### src/rtl/serial_parity_ctrl.sv
// Bit-serial XOR/XNOR reduction of a WIDTH-bit word through one shared XOR and an accumulator.
// Optional abort input is compiled in when SERIAL_PARITY_ABORT_EN is defined.
module serial_parity_ctrl #(
  parameter int WIDTH = 8,
  parameter int CNT_W = $clog2(WIDTH + 1)
) (
  input  logic             clk,
  input  logic             reset,
  input  logic             start,
  input  logic             mode,
  input  logic [WIDTH-1:0] din,
`ifdef SERIAL_PARITY_ABORT_EN
  input  logic             abort,
`endif
  output logic             busy,
  output logic             done,
  output logic             result
);

  // Handshake: start is sampled only while idle (busy=0, done=0); busy is high for
  // exactly WIDTH cycles, then done pulses for one cycle with result already valid.
  typedef enum logic [1:0] {
    IDLE = 2'd0,
    RUN  = 2'd1,
    DONE = 2'd2
  } state_t;

  localparam logic [CNT_W-1:0] LAST = CNT_W'(WIDTH - 1);

  state_t           state;
  logic [WIDTH-1:0] shreg;
  logic [CNT_W-1:0] cnt;
  logic             acc;
  logic             mode_q;

  always_ff @(posedge clk or posedge reset) begin
    if (reset) begin
      state  <= IDLE;
      busy   <= 1'b0;
      done   <= 1'b0;
      result <= 1'b0;
      shreg  <= '0;
      acc    <= 1'b0;
      cnt    <= '0;
      mode_q <= 1'b0;
    end else begin
      case (state)
        IDLE: begin
          busy <= 1'b0;
          done <= 1'b0;
          if (start) begin
            shreg  <= din;
            mode_q <= mode;
            acc    <= 1'b0;
            cnt    <= '0;
            busy   <= 1'b1;
            state  <= RUN;
          end
        end
        RUN: begin
`ifdef SERIAL_PARITY_ABORT_EN
          if (abort) begin
            busy  <= 1'b0;
            state <= IDLE;
          end else
`endif
          begin
            acc   <= acc ^ shreg[0];
            shreg <= shreg >> 1;
            if (cnt == LAST) begin
              // Fold in the last bit here so result is valid alongside done.
              result <= acc ^ shreg[0] ^ mode_q;
              busy   <= 1'b0;
              done   <= 1'b1;
              state  <= DONE;
            end else begin
              cnt <= cnt + 1'b1;
            end
          end
        end
        DONE: begin
          done  <= 1'b0;
          state <= IDLE;
        end
        default: begin
          busy  <= 1'b0;
          done  <= 1'b0;
          state <= IDLE;
        end
      endcase
    end
  end

endmodule

### config.mk
export PLATFORM = sky130hd
export DESIGN_NAME = serial_parity_ctrl
export DESIGN_NICKNAME = d
export VERILOG_FILES = /design/src/rtl/serial_parity_ctrl.sv
export SDC_FILE = /design/constraint.sdc
export NUM_CORES = 1
export LEC_CHECK = 0
export ABC_AREA = 1
export CAP_MARGIN = 30
export CORE_AREA = 3 3 56 58
export DETAILED_ROUTE_END_ITERATION = 10
export DIE_AREA = 0 0 59 61
export GPL_TIMING_DRIVEN = 0
export PLACE_DENSITY_LB_ADDON = 0.08
export SYNTH_ARGS = -nofsm -noshare
export SYNTH_HDL_FRONTEND = slang
export SYNTH_SLANG_ARGS = --single-unit
### constraint.sdc
create_clock -name clk -period 3.3 [get_ports clk]
set_input_delay 0.33 -clock clk [delete_from_list [all_inputs] [get_ports clk]]
set_output_delay 0.33 -clock clk [all_outputs]
set_load 0.05 [all_outputs]
==> Implementation_results.wiki <==
{| class="wikitable"
! Metric !! Value
|-
| Net switching share of the total power || 0.462
|-
| Number of top-level pins || 15
|-
| Setup repair after global routing missed its margin || no
|-
| Fin Setup TNS || 0 ps
|-
| Placement row count || 19
|-
| Post-CTS Hold Fix Bufs || 0
|-
| Critical path, cell by cell || clkdlybuf4s50_1
|-
| Total via count in the routed design || 771
|-
| Sequential Area || 475 um2
|-
| Cell count after placement || 165
|-
| Peak clock frequency supported by timing || 558 MHz
|-
| Clock tree from TritonCTS || done
|-
| Largest area contributor in the netlist || dfrtp_1
|-
| Average cell area after synthesis || 7.83 um2
|-
| Largest net degree at the start of global routing || 20
|-
| Peak supply drop || 0.000477 V
|-
| Area inside the core boundary || 0.00271 mm2
|-
| Synth async-reset ratio || 1.00
|-
| Synthesized instance count || 120
|-
| Post-synth top area share || 0.506
|-
| Buffers on Ports || 14
|-
| Register bit count reported by yosys || 19
|-
| Clock buffer count from CTS || 3
|-
| H-tree depth || 1
|-
| Switching power total || 0.501 mW
|-
| Final period util || 0.543
|-
| Run status || complete, no violations
|-
| Post-Route Skew || 4.83 ps
|-
| Cells taking the most area after synthesis || dfrtp_1 (51%), nand2_1 (23%), nand3_1 (5.9%)
|-
| CP max stage cell || clkdlybuf4s50_1
|-
| Synthesized Nets || 133
|-
| Total routing usage reported by global routing || 0.121
|-
| Final max-slew violation count || 0
|-
| Startpoint-to-endpoint class of the critical path || reg -> out
|-
| Post-CTS Repair Setup Buffers || 0
|-
| Largest buffer count on any clock path || 2
|-
| Weighted congestion at the end of routability-driven global placement || 0.722
|-
| Yosys Warn Count || 0
|-
| Max-Cap Viols || 0
|-
| Time the worst path needs with I/O delays and setup || 1790 ps
|-
| Static leakage || 0.600 nW
|-
| Sum of buffers and inverters on the critical path || 1
|-
| DPL Wire Length || 1380 um
|-
| CTS clock-pin slew for the worst setup and hold paths || 110 ps
|-
| Starting density of the core || 0.347
|-
| Combinational power share || 0.507
|-
| Resize count post-CTS || 0
|-
| Count of nets after finishing || 152
|-
| P&R area growth vs syn || 21.8%
|-
| Count of filler cells inserted in the layout || 299
|-
| Die Wd || 59 um
|-
| Post-Syn Area || 940 um2
|-
| Final Hold Vio Count || 0
|-
| Relative contribution of sequential cells to total power || 0.383
|-
| Required arrival time at the worst endpoint || 2970 ps
|-
| Kind of start point of the critical path || flop
|-
| Total power divided by cell area || 946 mW/mm2
|-
| Number of antenna-violating nets in the routed design || 0
|-
| Worst max-slew margin expressed relative to the limit || 0.500
|-
| Overall power of the completed layout || 1.08 mW
|-
| Wire length per cell after detailed routing || 11.2 um
|-
| DRC Markers || 0
|-
| Final antenna diode count || 0
|-
| Count of distinct cell types in the synthesized netlist || 17
|-
| CP endpoint kind || output port
|-
| Remaining global-route overflow || 0
|-
| Slowest Stage Delay on Critical Path || 800 ps
|-
| Area taken by multi-input logic gates || 413 um2
|-
| Clock tree root driver cell || clkbuf_4
|-
| Number of iterations in the first detailed-routing pass || 4
|-
| Cell with the most instances after synthesis || nand2_1
|-
| Crit Path Max Fanout || 2
|-
| Classification of the worst-slack hold path || in -> async
|-
| Total of endpoints with negative setup slack in the final report || 0
|-
| Antenna violations before repair || 0
|-
| Number of violations reported at the end of detailed-routing iteration 0 || 26
|-
| Count of clock tree sinks || 19
|-
| Top cell types by occurrence after synthesis || nand2_1 (58), dfrtp_1 (19), nand3_1 (11), inv_1 (8), nor2_1 (6)
|-
| Family of cells with the greatest summed delay on the critical path || buffers and inverters
|-
| Die span in y || 61 um
|-
| First-pass GRT wire length || 3240 um
|-
| Later-pin clock latency in the skew report || 290 ps
|-
| EDFF count, synth || 0
|-
| WL final || 1900 um
|-
| Least-Margin Pin Slew || 749 ps
|-
| Sequential fraction of the synthesis area || 0.506
|-
| Fraction of final layout cells with drive strength greater than 1 || 0.101
|-
| Share of power burned in the clock network || 0.110
|-
| Vias in the first global route || 721
|-
| Die area || 0.00360 mm2
|-
| Non-Filler Instances || 169
|-
| Main synth FF type || dfrtp_1
|-
| Arrival time of the worst setup path || 1460 ps
|-
| Internal power consumption || 0.583 mW
|-
| Vias per inst || 4.56
|}
==> cell usage in the layout (no fill, tap or decap), drive strengths merged <==
master,n
a21oi,1
buf,1
clkbuf,4
clkdlybuf4s50,14
dfrtp,19
ha,1
inv,10
nand2,62
nand3,12
nand4,1
nor2,7
o21ai,4
or2,2
==> logic make-up (layout without fill, tap and decap cells) <==
logic type | Yosys count | in the layout | share of synthesized area
simple gates | 84 | 84 | 0.399
flops | 19 | 19 | 0.506
buf+inv | 11 | 29 | 0.0546
compound gates | 5 | 5 | 0.0266
fa+ha+maj | 1 | 1 | 0.0133
==> final timing paths <==
check	startpoint	end	slack, ps	cells past startpoint
worst max-delay path	busy	busy	1510	1
worst min-delay path	reset	shreg[2]	450	2
worst max register to register	cnt[0]	cnt[3]	2060	6
worst min register to register	shreg[2]	shreg[2]	490	2
max in group asynchronous	reset	state[0]	2380	2
min in group clk	shreg[2]	shreg[2]	490	2
==> metrics by stage <==
step | area [um2] | util | setup WS [ps] | hold slack [ps]
after floorplan | 940 | - | 2160 | 281
after global placement | 1120 | 0.413 | 1840 | 455
after detailed placement | 1120 | 0.413 | 1830 | 466
after CTS | 1140 | 0.422 | 1480 | 481
after global routing | 1140 | 0.422 | 1450 | 518
final | 1140 | 0.422 | 1510 | 449
==> power by group through the flow <==
stage | Clock, mW | Combinational [mW] | Sequential [mW]
after floorplan | 0 | 0.362 | 0.466
after global placement | 0 | 0.549 | 0.415
after detailed placement | 0 | 0.563 | 0.418
after CTS | 0.127 | 0.562 | 0.416
after global routing | 0.133 | 0.628 | 0.433
final | 0.119 | 0.549 | 0.415
==> registers in the layout, indices dropped and copies added (netlist names) <==
signal,count
busy,1
state,2
done,1
result,1
mode_q,1
shreg,8
cnt,4
acc,1
==> layout make-up <==
cell class,count,share of cell area
flip-flops and latches,19,0.415
multi-input cells,90,0.361
repair buffers,14,0.122
inverters,10,0.0350
well taps,31,0.0339
clock buffers,4,0.0230
plain buffers,1,0.00984
==> routing by layer <==
layer / global-route usage / wire length (um)
met5: 0 / 0
met4: 0.0583 / 18
met3: 0.0298 / 88
met2: 0.189 / 893
met1: 0.158 / 900
Note: power is estimated with default switching activity, not from simulation.
